`config.mk`:
```
export PLATFORM = sky130hd
export DESIGN_NAME = demux_stream_1to2
export DESIGN_NICKNAME = d
export VERILOG_FILES = /design/src/rtl/demux_pkg.sv /design/src/rtl/demux_fifo.sv /design/src/rtl/demux_stream_1to2.sv
export SDC_FILE = /design/constraint.sdc
export NUM_CORES = 1
export LEC_CHECK = 0
export CAP_MARGIN = 25
export CORE_MARGIN = 2
export CORE_UTILIZATION = 50
export CTS_CLUSTER_SIZE = 8
export DETAILED_ROUTE_END_ITERATION = 7
export HOLD_SLACK_MARGIN = 0.05
export PLACE_DENSITY_LB_ADDON = 0.12
export SYNTH_ARGS = -nofsm -noshare
export SYNTH_HDL_FRONTEND = slang
export SYNTH_HIERARCHICAL = 1
export SYNTH_SLANG_ARGS = --single-unit
```
`constraint.sdc`:
```
create_clock -name clk -period 2.56 [get_ports clk]
set_input_delay 0.512 -clock clk [delete_from_list [all_inputs] [get_ports clk]]
set_output_delay 0.512 -clock clk [all_outputs]
set_load 0.02 [all_outputs]
```
`src/rtl/demux_pkg.sv`:
```
// Shared constants and FIFO state encoding for the 1-to-2 stream demux.
// DEMUX_STREAM_CNT_EN (in the top) enables the per-output pop counters sized by CNT_W.
package demux_pkg;

  localparam int unsigned DEF_WIDTH = 8;
  localparam int unsigned DEF_DEPTH = 4;
  localparam int unsigned CNT_W     = 16;

  typedef enum logic [1:0] {
    FIFO_EMPTY   = 2'd0,
    FIFO_PARTIAL = 2'd1,
    FIFO_FULL    = 2'd2
  } fifo_state_e;

endpackage

```
`src/rtl/demux_fifo.sv`:
```
// Single-clock FIFO with occupancy-derived EMPTY/PARTIAL/FULL state; DEPTH is a power of two.
// A push while FULL is dropped; a pop while FULL still drains a word.
module demux_fifo
  import demux_pkg::*;
#(
  parameter int unsigned WIDTH = DEF_WIDTH,
  parameter int unsigned DEPTH = DEF_DEPTH
) (
  input  logic                       clk,
  input  logic                       rst,
  input  logic                       push,
  input  logic                       pop,
  input  logic [WIDTH-1:0]           din,
  output logic [WIDTH-1:0]           dout,
  output logic                       full,
  output logic                       empty,
  output logic [$clog2(DEPTH+1)-1:0] count
);

  localparam int unsigned PTR_W = $clog2(DEPTH);
  localparam int unsigned OCC_W = $clog2(DEPTH + 1);

  logic [WIDTH-1:0] mem [DEPTH];
  logic [PTR_W-1:0] wr_ptr;
  logic [PTR_W-1:0] rd_ptr;
  logic [OCC_W-1:0] cnt_q;
  logic [OCC_W-1:0] cnt_d;
  fifo_state_e      state_q;
  fifo_state_e      state_d;
  logic             push_ok;
  logic             pop_ok;

  assign push_ok = push && (state_q != FIFO_FULL);
  assign pop_ok  = pop && (state_q != FIFO_EMPTY);

  // State, occupancy and pointer registers; pointers wrap naturally at DEPTH.
  always_ff @(posedge clk) begin
    if (rst) begin
      state_q <= FIFO_EMPTY;
      cnt_q   <= '0;
      wr_ptr  <= '0;
      rd_ptr  <= '0;
    end else begin
      state_q <= state_d;
      cnt_q   <= cnt_d;
      if (push_ok) wr_ptr <= wr_ptr + PTR_W'(1);
      if (pop_ok)  rd_ptr <= rd_ptr + PTR_W'(1);
    end
  end

  always_ff @(posedge clk) begin
    if (!rst && push_ok) mem[wr_ptr] <= din;
  end

  // Next occupancy and the state it implies.
  always_comb begin
    cnt_d   = cnt_q;
    state_d = state_q;
    case ({push_ok, pop_ok})
      2'b10:   cnt_d = cnt_q + OCC_W'(1);
      2'b01:   cnt_d = cnt_q - OCC_W'(1);
      default: cnt_d = cnt_q;
    endcase
    if (cnt_d == '0)                 state_d = FIFO_EMPTY;
    else if (cnt_d == OCC_W'(DEPTH)) state_d = FIFO_FULL;
    else                             state_d = FIFO_PARTIAL;
  end

  assign dout  = mem[rd_ptr];
  assign full  = (state_q == FIFO_FULL);
  assign empty = (state_q == FIFO_EMPTY);
  assign count = cnt_q;

endmodule

```
`src/rtl/demux_stream_1to2.sv`:
```
// Routes an input stream to one of two independently back-pressured output FIFOs by sel.
// Define DEMUX_STREAM_CNT_EN to add 16-bit per-output pop counters cnt0/cnt1.
module demux_stream_1to2
  import demux_pkg::*;
#(
  parameter int unsigned WIDTH = DEF_WIDTH,
  parameter int unsigned DEPTH = DEF_DEPTH
) (
  input  logic             clk,
  input  logic             rst,
  input  logic [WIDTH-1:0] d,
  input  logic             sel,
  input  logic             in_valid,
  output logic             in_ready,
  output logic [WIDTH-1:0] y0,
  output logic             y0_valid,
  input  logic             y0_ready,
  output logic [WIDTH-1:0] y1,
  output logic             y1_valid,
  input  logic             y1_ready
`ifdef DEMUX_STREAM_CNT_EN
  ,
  output logic [CNT_W-1:0] cnt0,
  output logic [CNT_W-1:0] cnt1
`endif
);

  localparam int unsigned OCC_W = $clog2(DEPTH + 1);

  logic             full0;
  logic             full1;
  logic             empty0;
  logic             empty1;
  logic [OCC_W-1:0] count0;
  logic [OCC_W-1:0] count1;
  logic [WIDTH-1:0] dout0;
  logic [WIDTH-1:0] dout1;
  logic             push0;
  logic             push1;
  logic             pop0;
  logic             pop1;

  // Acceptance looks only at the selected FIFO's registered fullness.
  assign in_ready = sel ? !full1 : !full0;
  assign push0    = in_valid && in_ready && !sel;
  assign push1    = in_valid && in_ready && sel;
  assign pop0     = y0_valid && y0_ready;
  assign pop1     = y1_valid && y1_ready;

  assign y0_valid = (count0 != '0);
  assign y1_valid = (count1 != '0);
  assign y0       = empty0 ? '0 : dout0;
  assign y1       = empty1 ? '0 : dout1;

  demux_fifo #(.WIDTH(WIDTH), .DEPTH(DEPTH)) u_fifo0 (
    .clk   (clk),
    .rst   (rst),
    .push  (push0),
    .pop   (pop0),
    .din   (d),
    .dout  (dout0),
    .full  (full0),
    .empty (empty0),
    .count (count0)
  );

  demux_fifo #(.WIDTH(WIDTH), .DEPTH(DEPTH)) u_fifo1 (
    .clk   (clk),
    .rst   (rst),
    .push  (push1),
    .pop   (pop1),
    .din   (d),
    .dout  (dout1),
    .full  (full1),
    .empty (empty1),
    .count (count1)
  );

`ifdef DEMUX_STREAM_CNT_EN
  // Free-running pop counters, wrapping at 2^CNT_W.
  always_ff @(posedge clk) begin
    if (rst) begin
      cnt0 <= '0;
      cnt1 <= '0;
    end else begin
      if (pop0) cnt0 <= cnt0 + CNT_W'(1);
      if (pop1) cnt1 <= cnt1 + CNT_W'(1);
    end
  end
`endif

endmodule

```
==> report_table.html <==
<table>
<tr><th>Metric</th><th>Value</th></tr>
<tr><th colspan="2">Detailed routing</th></tr>
<tr><td>Wire per inst</td><td>between 10 and 15 um</td></tr>
<tr><td>Final WL</td><td>between 5000 and 6000 um</td></tr>
<tr><td>Remaining antenna violation count after routing</td><td>0</td></tr>
<tr><td>Post-route DRC</td><td>0</td></tr>
<tr><td>Initial drt markers</td><td>107</td></tr>
<tr><td>Mean number of vias per cell</td><td>about 4.9</td></tr>
<tr><td>TritonRoute pass-1 iters</td><td>4</td></tr>
<tr><td>Via count</td><td>1902</td></tr>
<tr><th colspan="2">Logic synthesis</th></tr>
<tr><td>Most used DFF post-synth</td><td>sky130_fd_sc_hd__edfxtp_1</td></tr>
<tr><td>Proportion of netlist area held by the largest area contributor</td><td>53.28%</td></tr>
<tr><td>Synth Cell Area</td><td>0.003607 mm2</td></tr>
<tr><td>Cell count after synthesis</td><td>approximately 230</td></tr>
<tr><td>EDFF count, synth</td><td>64</td></tr>
<tr><td>Synthesis-stage register bit count</td><td>86</td></tr>
<tr><td>Sequential fraction of the synthesis area</td><td>65.49%</td></tr>
<tr><td>Async set-or-reset flop fraction in the synthesized netlist</td><td>0%</td></tr>
<tr><td>Library cell occupying the most area in the post-synthesis netlist</td><td>sky130_fd_sc_hd__edfxtp_1</td></tr>
<tr><td>Mean Syn Cell Area</td><td>15.75 um2</td></tr>
<tr><td>Number of distinct library cell variants in the gate-level netlist after synthesis</td><td>31</td></tr>
<tr><td>Total nets after synthesis</td><td>255</td></tr>
<tr><td>Synth top area cells</td><td>sky130_fd_sc_hd__edfxtp_1, sky130_fd_sc_hd__dfxtp_1, sky130_fd_sc_hd__mux4_2</td></tr>
<tr><td>Warning count from the yosys run</td><td>6</td></tr>
<tr><th colspan="2">Setup path</th></tr>
<tr><td>CP Class</td><td>in -&gt; out</td></tr>
<tr><td>Critical path startpoint category</td><td>input pin</td></tr>
<tr><td>Crit path capture type</td><td>output port</td></tr>
<tr><td>Worst endpoint required time</td><td>2.05 ns</td></tr>
<tr><td>Worst path arrival time</td><td>around 1.8 ns</td></tr>
<tr><td>CP max FO</td><td>3</td></tr>
<tr><th colspan="2">CTS</th></tr>
<tr><td>Number of CTS-inserted buffers</td><td>9</td></tr>
<tr><td>H-tree depth</td><td>3</td></tr>
<tr><td>Postcts setup bufs</td><td>0</td></tr>
<tr><td>Post-CTS Hold Buffers</td><td>0</td></tr>
<tr><td>Clock root buffer</td><td>sky130_fd_sc_hd__clkbuf_8</td></tr>
<tr><td>Maximum buffer depth of the clock tree</td><td>2</td></tr>
<tr><td>CTS tree</td><td>done</td></tr>
<tr><td>Sink count of the clock tree</td><td>86</td></tr>
<tr><td>Clock insertion delay at the later pin of the skew report</td><td>0.34 ns</td></tr>
<tr><td>Clk slew on worst S/H paths</td><td>0.08 ns</td></tr>
<tr><th colspan="2">STA</th></tr>
<tr><td>Final count of hold timing violations</td><td>0</td></tr>
<tr><td>Max Freq</td><td>424.6 MHz</td></tr>
<tr><td>Minimum period implied by the final worst setup slack</td><td>2.355 ns</td></tr>
<tr><td>Final worst slack</td><td>0.2047 ns</td></tr>
<tr><td>Hold_ws</td><td>0.5219 ns</td></tr>
<tr><td>Unrepaired setup endpoints after global routing</td><td>false</td></tr>
<tr><td>Total negative slack for setup checks</td><td>0 ns</td></tr>
<tr><td>Normalized max-slew margin</td><td>72.05%</td></tr>
<tr><td>Final critical-path share of the clock period</td><td>92.00%</td></tr>
<tr><td>Number of slew-limit violations in the final report</td><td>0</td></tr>
<tr><td>Tightest Pin Transition</td><td>roughly 0.42 ns</td></tr>
<tr><td>Final number of setup-violating endpoints</td><td>0</td></tr>
<tr><td>Setup Skew</td><td>0.008885 ns</td></tr>
<tr><th colspan="2">Floorplanning</th></tr>
<tr><td>Rows</td><td>30</td></tr>
<tr><td>I/O pin total</td><td>33</td></tr>
<tr><td>Die X-Extent</td><td>88.94 um</td></tr>
<tr><td>Core region area</td><td>approximately 0.0069 mm2</td></tr>
<tr><td>Die area</td><td>0.007909 mm2</td></tr>
<tr><td>Vert. Die Dim</td><td>88.94 um</td></tr>
<tr><td>Starting utilization of the core area</td><td>52.51%</td></tr>
<tr><th colspan="2">Global routing</th></tr>
<tr><td>Total global-route track usage</td><td>16.04%</td></tr>
<tr><td>Total congestion overflow after global routing</td><td>0</td></tr>
<tr><td>Largest net degree at the start of global routing</td><td>17</td></tr>
<tr><td>First-pass GRT wire length</td><td>about 9300 um</td></tr>
<tr><td>Number of antenna violations at the first check in global routing</td><td>0</td></tr>
<tr><td>Via count of the first global-routing pass</td><td>1941</td></tr>
<tr><th colspan="2">Worst hold path</th></tr>
<tr><td>Min-delay worst type</td><td>reg -&gt; reg</td></tr>
<tr><th colspan="2">Cells and area</th></tr>
<tr><td>Non-filler cells in the finished layout</td><td>388</td></tr>
<tr><td>Share of cells above drive strength 1</td><td>21.58%</td></tr>
<tr><td>Number of diodes added for antenna fixing</td><td>0</td></tr>
<tr><td>Multi-input combinational cell area</td><td>0.001142 mm2</td></tr>
<tr><td>Final #Nets</td><td>313</td></tr>
<tr><td>Area growth from synthesis to final layout</td><td>22.58%</td></tr>
<tr><td>Sequential cell area</td><td>0.002362 mm2</td></tr>
<tr><td>Layout Cell Area excl Fill</td><td>0.004422 mm2</td></tr>
<tr><td>Post-Route Utilization</td><td>64.37%</td></tr>
<tr><td>Fill cell instance count of the final layout</td><td>roughly 520</td></tr>
<tr><th colspan="2">Run status</th></tr>
<tr><td>Run status</td><td>completed</td></tr>
<tr><th colspan="2">Power</th></tr>
<tr><td>Leakage power total</td><td>1.597 nW</td></tr>
<tr><td>Power after layout</td><td>2.980 mW</td></tr>
<tr><td>Ratio of total power to cell area</td><td>674.0 mW/mm2</td></tr>
<tr><td>VDD IR-drop max</td><td>0.3355 mV</td></tr>
<tr><th colspan="2">Placed design</th></tr>
<tr><td>Placed wire-length estimate</td><td>between 3000 and 4000 um</td></tr>
<tr><td>Count of placed standard cells including taps</td><td>372</td></tr>
<tr><td>Dpl ws</td><td>-0.03715 ns</td></tr>
<tr><td>Area of placed instances</td><td>0.004213 mm2</td></tr>
<tr><td>IO buf count</td><td>32</td></tr>
<tr><td>GPL Wtd Cong</td><td>0.7549</td></tr>
<tr><th colspan="2">Run</th></tr>
<tr><td>MaxCap Viol Count</td><td>0</td></tr>
</table>
-- final timing paths --
check,from,to,slack [ns],cells past startpoint
max,sel,in_ready,0.20,3
min,u_fifo0/wr_ptr[1],u_fifo0/wr_ptr[1],0.52,2
max reg2reg,u_fifo1/state_q[0],u_fifo1/count[2],0.28,10
min reg2reg,u_fifo0/wr_ptr[1],u_fifo0/wr_ptr[1],0.52,2
-- worst max-delay path, stage by stage --
cell	delay, ns
sky130_fd_sc_hd__clkdlybuf4s50_1	0.52
sky130_fd_sc_hd__mux2i_1	0.19
sky130_fd_sc_hd__clkdlybuf4s50_1	0.62
-- cell type report --
type | instances | share of cell area (%)
clock buffer | 9 | 2.801
tap | 96 | 2.716
multi-input combinational | 121 | 25.83
sequential | 86 | 53.42
clock inverter | 7 | 2.377
timing repair buffer | 53 | 11.49
inverter | 16 | 1.358
-- synth_stat cells (all sizes together), types with 6 or more instances --
cell type,count
edfxtp,64
dfxtp,22
inv,16
mux4,16
nor2b,16
nor2,12
ha,10
a21oi,8
and2,8
nand2b,8
o21ai,6
-- state kept, by name, summed over array words and instances, names as in the netlist, named ones only --
name             cells
u_fifo0/mem         32
u_fifo1/mem         32
u_fifo0/count        3
u_fifo1/count        3
u_fifo0/rd_ptr       2
u_fifo0/state_q      2
u_fifo0/wr_ptr       2
u_fifo1/rd_ptr       2
u_fifo1/state_q      2
u_fifo1/wr_ptr       2
-- what timing repair did --
item / 4_1_cts / 5_1_grt
endpoints found under the hold margin: 0 / 0
endpoints found under the setup margin: 16 / 0
resized for setup: 16 / 0
-- where the power goes --
group	leakage, nW	switching, mW	internal, mW	total, mW
sequential	0.757	0.0285	1.53	1.56
combinational	0.727	0.187	0.176	0.363
clock	0.112	0.492	0.565	1.06
total	1.60	0.707	2.27	2.98
-- metal layers --
metal / routed length (um) / up-vias / GRT usage [%] / share of wire, %
li1: - / 952 / - / -
met1: 2619 / 914 / 21.38 / 46
met2: 2776 / 30 / 25.92 / 49
met3: 186 / 6 / 3.047 / 3.3
met4: 55 / 0 / 7.191 / 0.98
met5: 0 / - / 0 / 0
-- layout by cell type, fill, tap and decap left out, drive strengths merged --
master,count
a21oi,8
and2,8
and3b,1
buf,21
bufinv,2
clkbuf,9
clkdlybuf4s50,16
clkinv,1
clkinvlp,1
dfxtp,22
dlygate4sd2,16
edfxtp,64
fa,2
ha,10
inv,19
mux2i,1
mux4,16
nand2,2
nand2b,8
nand3,4
nand3b,2
nor2,12
nor2b,16
nor3,2
nor3b,1
nor4b,2
o211ai,2
o21a,4
o21ai,6
o31a,2
or2,2
or3,2
xnor2,4
xor2,4
-- logic make-up after synthesis --
family	Yosys count	synth area share, %
flops	86	65.49
simple gates	62	11.13
compound gates	22	3.746
buf+inv	22	2.844
mux	17	10.27
fa+ha+maj	12	4.579
xor+xnor	8	1.942
(Power assumes the default switching activity.)
